===== src/rtl/bin2bcd_seq.sv =====
// bin2bcd_seq: sequential 14-bit binary to 4-digit BCD converter (double dabble).
//
// One conversion takes exactly 14 shift cycles plus one result-load cycle.
// Inputs above 9999 saturate the digits to 9999 and raise ovf_o.
//
// Ports:
//   clk_i      system clock, rising-edge active
//   rst_i      synchronous active-high reset
//   start_i    conversion request, sampled only while idle
//   bin_i      14-bit unsigned value, captured on the accepted start edge
//   busy_o     high while a conversion is in flight (shift or load state)
//   done_o     one-cycle pulse when new digits are presented
//   ovf_o      last completed conversion exceeded 9999
//   dig1000_o  BCD thousands digit of the last completed conversion
//   dig100_o   BCD hundreds digit
//   dig10_o    BCD tens digit
//   dig1_o     BCD units digit
module bin2bcd_seq (
    input  logic        clk_i,
    input  logic        rst_i,
    input  logic        start_i,
    input  logic [13:0] bin_i,
    output logic        busy_o,
    output logic        done_o,
    output logic        ovf_o,
    output logic [3:0]  dig1000_o,
    output logic [3:0]  dig100_o,
    output logic [3:0]  dig10_o,
    output logic [3:0]  dig1_o
);

    localparam int unsigned BinW    = 14;
    localparam int unsigned BcdW    = 16;
    localparam int unsigned NumDigs = 4;

    // Counter value on the edge that performs the final (14th) shift.
    localparam logic [3:0]      LastCnt = 4'd13;
    localparam logic [BinW-1:0] MaxDec  = 14'd9999;
    localparam logic [BcdW-1:0] SatBcd  = 16'h9999;

    typedef enum logic [1:0] {
        StIdle,
        StShift,
        StDone
    } state_e;

    state_e            state_q, state_d;
    logic [BinW-1:0]   bin_q, bin_d;
    logic [BcdW-1:0]   bcd_q, bcd_d;
    logic [3:0]        cnt_q, cnt_d;
    logic              ovf_pend_q, ovf_pend_d;
    logic              done_q, done_d;
    logic              ovf_q, ovf_d;
    logic [BcdW-1:0]   dig_q, dig_d;

    // Scratch after the add-3 correction, before the shift.
    logic [BcdW-1:0]   bcd_adj;

    always_comb begin
        bcd_adj = bcd_q;
        for (int i = 0; i < NumDigs; i++) begin
            if (bcd_q[4*i +: 4] >= 4'd5) begin
                bcd_adj[4*i +: 4] = bcd_q[4*i +: 4] + 4'd3;
            end
        end
    end

    always_comb begin
        state_d    = state_q;
        bin_d      = bin_q;
        bcd_d      = bcd_q;
        cnt_d      = cnt_q;
        ovf_pend_d = ovf_pend_q;
        done_d     = 1'b0;
        ovf_d      = ovf_q;
        dig_d      = dig_q;

        case (state_q)
            StIdle: begin
                if (start_i) begin
                    bin_d      = bin_i;
                    bcd_d      = '0;
                    cnt_d      = '0;
                    ovf_pend_d = (bin_i > MaxDec);
                    state_d    = StShift;
                end
            end

            StShift: begin
                // {bcd, bin} shifted left as one 30-bit register; scratch MSB is dropped.
                bcd_d = {bcd_adj[BcdW-2:0], bin_q[BinW-1]};
                bin_d = {bin_q[BinW-2:0], 1'b0};
                cnt_d = cnt_q + 4'd1;
                if (cnt_q == LastCnt) begin
                    state_d = StDone;
                end
            end

            StDone: begin
                done_d  = 1'b1;
                ovf_d   = ovf_pend_q;
                dig_d   = ovf_pend_q ? SatBcd : bcd_q;
                state_d = StIdle;
            end

            default: begin
                state_d = StIdle;
            end
        endcase
    end

    always_ff @(posedge clk_i) begin
        if (rst_i) begin
            state_q    <= StIdle;
            bin_q      <= '0;
            bcd_q      <= '0;
            cnt_q      <= '0;
            ovf_pend_q <= 1'b0;
            done_q     <= 1'b0;
            ovf_q      <= 1'b0;
            dig_q      <= '0;
        end else begin
            state_q    <= state_d;
            bin_q      <= bin_d;
            bcd_q      <= bcd_d;
            cnt_q      <= cnt_d;
            ovf_pend_q <= ovf_pend_d;
            done_q     <= done_d;
            ovf_q      <= ovf_d;
            dig_q      <= dig_d;
        end
    end

    assign busy_o    = (state_q != StIdle);
    assign done_o    = done_q;
    assign ovf_o     = ovf_q;
    assign dig1000_o = dig_q[15:12];
    assign dig100_o  = dig_q[11:8];
    assign dig10_o   = dig_q[7:4];
    assign dig1_o    = dig_q[3:0];

endmodule

===== config.mk =====
export PLATFORM = sky130hd
export DESIGN_NAME = bin2bcd_seq
export DESIGN_NICKNAME = d
export VERILOG_FILES = /design/src/rtl/bin2bcd_seq.sv
export SDC_FILE = /design/constraint.sdc
export NUM_CORES = 1
export LEC_CHECK = 0
export CELL_PAD_IN_SITES_DETAIL_PLACEMENT = 0
export CELL_PAD_IN_SITES_GLOBAL_PLACEMENT = 1
export CORE_ASPECT_RATIO = 1.4
export CORE_MARGIN = 1.5
export CORE_UTILIZATION = 30
export DETAILED_ROUTE_END_ITERATION = 7
export PLACE_DENSITY = 0.66
export SLEW_MARGIN = 20
export SYNTH_ARGS = -nofsm -noshare
export SYNTH_HDL_FRONTEND = slang
export SYNTH_SLANG_ARGS = --single-unit

===== constraint.sdc =====
create_clock -name clk_i -period 1.6 [get_ports clk_i]
set_input_delay 0.24 -clock clk_i [delete_from_list [all_inputs] [get_ports clk_i]]
set_output_delay 0.24 -clock clk_i [all_outputs]
set_load 0.02 [all_outputs]

# Word level (Yosys, flattened, before mapping)

Cells that the tools add are included.

Input port bits: 17
RAM bits: 0
Output and inout port bits: 19
Word-level logic and storage cells: 44
Latch bits: 0
Register bits: 55
Memories kept: 0
Bits in read-only memories: 0

Muxes and demuxes: 15
Reduce and logical (&&, ||, !) cells: 6
Divide/modulo/power cells: 0
Equality and inequality tests: 5
Magnitude comparators: 5
Bitwise operators: 0
Shift-type cells: 0
Multipliers: 0
Add/subtract/negate cells: 5

Operator list:

| kind                   | count |
|---|---|
| $mux W16               | 2 |
| $pmux W16 S2           | 1 |
| $pmux W14 S2           | 1 |
| $ge A4 B3 Y1 const B   | 4 |
| $mux W4                | 4 |
| $gt A14 B14 Y1 const B | 1 |
| $mux W14               | 1 |
| $add A4 B2 Y4 const B  | 3 |
| $pmux W4 S2            | 1 |
| $reduce_and A2 Y1      | 3 |
| $add A4 B1 Y4 const B  | 1 |
| $eq A4 B4 Y1 const B   | 1 |
| $mux W2                | 2 |
| $ne A2 B2 Y1 const B   | 2 |
| $pmux W2 S2            | 1 |
| $reduce_bool A2 Y1     | 2 |
| $add A3 B2 Y3 const B  | 1 |
| $mux W3                | 1 |
| $eq A2 B1 Y1 const B   | 1 |
| $eq A2 B2 Y1 const B   | 1 |
| $logic_not A2 Y1       | 1 |
| $mux W1                | 1 |

# Logic depth before layout (Yosys ltp)

Depth in word-level cells: 3
Mapped depth: 6
Mapped depth without buffers: 6

# Worst setup path after synthesis

No wires, ideal clock.

Path kind: reg-to-reg
Start: register bcd_q[9]
End: register bcd_q[10]
Setup time: 0.117 ns
Path buffers: 0
Stages on the path, launching flop included: 7
Clock period less this slack: 1.351 ns
Data required time: 1.483 ns
Arrival time: 1.234 ns
Slack: 0.249 ns
Cells stage by stage: dfxtp_1 -> inv_1 -> ha_1 -> nand2b_1 -> a21oi_1 -> mux2i_1 -> a22o_1

Word-level cells in the longest chain between the ends: 3
Elaborated cells between the ends (all ways): 4
Classes of those cells: add/sub: 1; order compare: 1; mux: 2

RTL lines:

| element                                       | RTL line | RTL |
|---|---|---|
| from (decl)                                   | 49       | `logic [BcdW-1:0] bcd_q, bcd_d;` |
| from (signal assigned)                        | 116      | `bcd_q <= '0;` |
| from (signal assigned)                        | 125      | `bcd_q <= bcd_d;` |
| $add A4 B2 Y4 or $ge A4 B3 Y1 (tied branches) | 63, 62   |  |
| $mux W4 *                                     | 62       | `if (bcd_q[4*i +: 4] >= 4'd5) begin` |
| $pmux W16 S2 *                                | 78       | `case (state_q)` |

Every way passes the cells marked *; elsewhere a longest branch is shown, timed or not.
A chain may end at the register's enable or synchronous reset.

# Worst setup path after layout

Start: register dig_q[7]
End: output dig10_o[3]

RTL lines:

| element                | RTL line | RTL |
|---|---|---|
| from (decl)            | 54       | `logic [BcdW-1:0] dig_q, dig_d;` |
| from (signal assigned) | 130      | `dig_q <= dig_d;` |
| to (decl)              | 28       | `output logic [3:0] dig10_o,` |

No word-level cell between the ends.

==> Flow_metrics.wiki <==
{| class="wikitable"
! Metric !! Value
|-
| Register bit count reported by yosys || 55
|-
| Classification of the worst-slack hold path || reg -> reg
|-
| Critical path's largest stage delay || 0.61 ns
|-
| Post-Syn Nets || 318
|-
| Ant diodes || 0
|-
| Total count of max-transition violations in the final report || 0
|-
| Number of standard-cell rows in the floorplan || 38
|-
| Final hold violation count || 0
|-
| Quantity of hold-fixing buffers added after cts || 0
|-
| DIE WIDTH || about 79 µm
|-
| Maximum ir drop on the vdd rail || 0.4551 mV
|-
| Inserted Clock Buffers || 5
|-
| Clk network pwr share || 39.5%
|-
| Switching pwr || 0.0006508 W
|-
| Source of the worst register-to-register timing path || bcd_q[9]$_SDFFE_PP0P_
|-
| Wire length after detailed routing || 5627 µm
|-
| Worst hold slack || 0.4520 ns
|-
| Clock tree from TritonCTS || built
|-
| Initial core utilization || between 30% and 40%
|-
| Area enclosed by the die boundary || 8578 µm²
|-
| Final antenna-violating net count || 0
|-
| Area growth, synth to finish || 27.75%
|-
| Mapped cell area || between 2000 and 2500 µm²
|-
| Register share of total power || around half
|-
| Total leakage power || 1.175 nW
|-
| Vias || around 2100
|-
| Worst setup skew after layout || 0.004990 ns
|-
| Count of yosys warnings during synthesis || 0
|-
| Root Buffer || clkbuf_8
|-
| Final setup viols || 0
|-
| Worst path arrival time || 1.27 ns
|-
| Mapped Avg Cell Area || 8.273 µm²
|-
| Antenna violations before repair || 0
|-
| Share of total power in combinational logic || 8.9%
|-
| Layout cells sized above 1 || 9.910%
|-
| DP HPWL || between 4000 and 5000 µm
|-
| Critical path capture point type || output port
|-
| Number of maximum-capacitance constraint violations || 0
|-
| Detailed-router iteration count before antenna repair || 4
|-
| Cell family contributing the most delay on the critical path || buffers and inverters
|-
| Detailed-route wire length per cell || between 10 and 15 µm
|-
| Number of sinks handled by clock tree synthesis || 55
|-
| Endpoint, Worst Hold || dig_q[13]$_SDFFE_PP0P_
|-
| CTS max path bufs || 2
|-
| Largest net degree at the start of global routing || 28
|-
| Top-Level Pins || 36
|-
| Final #Nets || about 360
|-
| Internal power || 0.002147 W
|-
| Post-layout power || between 0.002 and 0.003 W
|-
| Post-DR vias/cell || 4.781
|-
| Top-area cell type share of the netlist area || 45.74%
|-
| First-pass GRT wire length || 9894 µm
|-
| Final GP Congestion || 0.7199
|-
| Clock transition time at the flip-flop clock pins of the worst setup and hold paths || ~0.10 ns
|-
| Chip Height || 109.0 µm
|-
| Top achievable clock speed || 0.6624 GHz
|-
| Placeable core area || 7750 µm²
|-
| Transition time of the tightest slew-check pin || 0.6978 ns
|-
| Beginning of the worst hold path || dig_q[13]$_SDFFE_PP0P_
|-
| Post-synthesis cell type with the largest combined area || dfxtp_1
|-
| Pwr Density || 909.6 nW/µm²
|-
| Master of the slowest instance on the critical path || clkdlybuf4s50_1
|-
| Number of stages on the worst hold path || 2
|-
| Via count of the first global-routing pass || roughly 2100
|-
| H-tree levels || 2
|-
| Sequential share of the synthesized area || about 46%
|-
| Global-route usage over all layers || 14.67%
|-
| Filler Cells Inserted || ~800
|-
| Data required time at the worst endpoint || around 1.4 ns
|-
| Status || complete, no violations
|-
| Insertion delay to the later sink of the worst-skew pair || between 0.3 and 0.4 ns
|-
| Tmin final || 1.510 ns
|-
| Crit path launch || dig_q[7]$_SDFFE_PP0P_
|-
| Distinct cells, synth || 31
|-
| DR iter-0 viols || 57
|-
| Critical path cell sequence || clkdlybuf4s50_1
|-
| Critical R2R Capture || bcd_q[10]$_SDFFE_PP0P_
|-
| Sw Share || between 20% and 30%
|-
| Nature of the critical path startpoint || flop
|-
| Worst reg2reg path depth || 6
|-
| CP Buf/Inv Count || 1
|-
| Part of the cycle the worst path needs || between 90% and 100%
|-
| Most area-consuming cells after synthesis || dfxtp_1, nor2_1, ha_1
|-
| Setup slack on the worst flop-to-flop path || 0.15 ns
|-
| Setup repair after global routing missed its margin || false
|-
| Worst Path Class, Setup || reg -> out
|-
| Global route overflow || 0
|-
| Drt drc || 0
|-
| Number of buffers inserted by post-CTS setup repair || 0
|-
| Worst-case headroom to the max-slew limit || 53.31%
|-
| CP max FO || 2
|-
| Port-buffer cells || 35
|-
| Synth Instances || 291
|}
==> worst max-delay path by stage <==
stage	end	slack [ns]	depth (start not counted)
after floorplan	bcd_q[10]$_SDFFE_PP0P_	0.25	6
after global placement	bcd_q[2]$_SDFFE_PP0P_	-0.19	5
after detailed placement	cnt_q[3]$_SDFFE_PP0P_	-0.18	7
after CTS	bcd_q[10]$_SDFFE_PP0P_	0.06	6
after global routing	bcd_q[10]$_SDFFE_PP0P_	0.03	6
final	dig10_o[3]	0.09	1
==> per-layer routing <==
metal / wire length [µm] / track usage (%)
met1: 2521 / 15.97
met2: 2852 / 28.02
met3: 164 / 2.510
met4: 89 / 5.357
met5: 0 / 0
==> flip-flops by register name, indices dropped and copies added, names as in the netlist <==
signal	count
done_o	1
bin_q	14
ovf_pend_q	1
ovf_o	1
dig_q	16
state_q	2
cnt_q	4
bcd_q	16
==> power by group through the flow <==
stage	Sequential [W]	Combinational [W]	Clock (W)
after floorplan	0.00147	0.000152	0
after global placement	0.00148	0.000250	0
after detailed placement	0.00148	0.000252	0
after CTS	0.00145	0.000252	0.00114
after global routing	0.00145	0.000280	0.00118
final	0.00144	0.000248	0.00110
==> cells by family (layout without fill, tap and decap cells) <==
family | Yosys count | in the layout | share of synthesized area [%]
flip-flops | 55 | 55 | 45.74
multiplexers | 5 | 5 | 2.131
buffers and inverters | 28 | 70 | 4.989
adder cells (fa/ha/maj) | 10 | 10 | 5.198
AO/OA/AOI/OAI | 43 | 43 | 11.28
AND/OR/NAND/NOR | 143 | 143 | 28.12
XOR/XNOR | 7 | 7 | 2.547
==> Yosys cell counts, drive strengths merged <==
cell type,instances
mux2,1
a211oi,1
xnor2,4
xor2,3
a21oi,22
nor4,13
nor2,61
nor2b,3
o21ai,7
or3b,1
nand4,1
nor3,23
nand3b,5
inv,11
nand3,10
or3,4
nand2b,6
o41ai,1
a22o,11
mux2i,4
buf,11
nand2,14
ha,10
clkbuf,6
dfxtp,55
a31oi,1
or2,2
==> placed cells by master (no fill, tap or decap) <==
cell type,netlist,layout
nor2b_1,3,3
nand3b_1,5,5
nor4_1,13,13
clkbuf_8,0,5
ha_1,10,10
a31oi_1,1,1
nor2_1,60,59
nand4_1,1,1
bufinv_16,0,2
or3_1,4,4
dlygate4sd2_1,0,1
nand2b_1,6,6
a21oi_1,22,19
clkdlybuf4s50_1,0,34
a211oi_1,1,1
or2_2,1,1
o21ai_0,7,7
o41ai_2,1,1
or3b_1,1,1
or2_0,1,1
inv_1,11,11
nand3_1,10,10
a21oi_2,0,3
mux2_1,1,1
dfxtp_2,0,2
nor2_2,1,2
buf_4,1,16
a22o_1,11,11
clkinvlp_4,0,1
xor2_1,3,3
mux2i_1,4,4
xnor2_1,4,4
dfxtp_1,55,53
nor3_1,23,23
nand2_1,14,14
==> final cells by class <==
type | count | area [µm²] | area share (%)
Tap cell | 100 | 125.1 | 4.068
Clock buffer | 5 | 68.82 | 2.238
Multi-Input combinational cell | 208 | 1200 | 39.02
Sequential cell | 55 | 1104 | 35.88
Timing Repair Buffer | 51 | 469.2 | 15.26
Inverter | 11 | 41.29 | 1.343
Clock inverter | 3 | 67.56 | 2.197
==> timing repair <==
item,CTS,global route
pin swaps,0,0
gates resized for setup,3,4
endpoints found under the setup margin,1,11
==> metrics by stage <==
| step | setup TNS, ns | area, µm² | utilization, % | instances | setup WS [ns] |
|---|---|---|---|---|---|
| after floorplan | 0 | 2407 | - | 291 | 0.2490 |
| after global placement | -3.916 | 2924 | 37.73 | 425 | -0.1871 |
| after detailed placement | -4.101 | 2924 | 37.73 | 425 | -0.1833 |
| after CTS | 0 | 3062 | 39.51 | 433 | 0.06233 |
| after global routing | 0 | 3075 | 39.68 | 433 | 0.02994 |
| final | 0 | 3075 | 39.68 | 433 | 0.09034 |
Power figures use the tool's default switching activity.
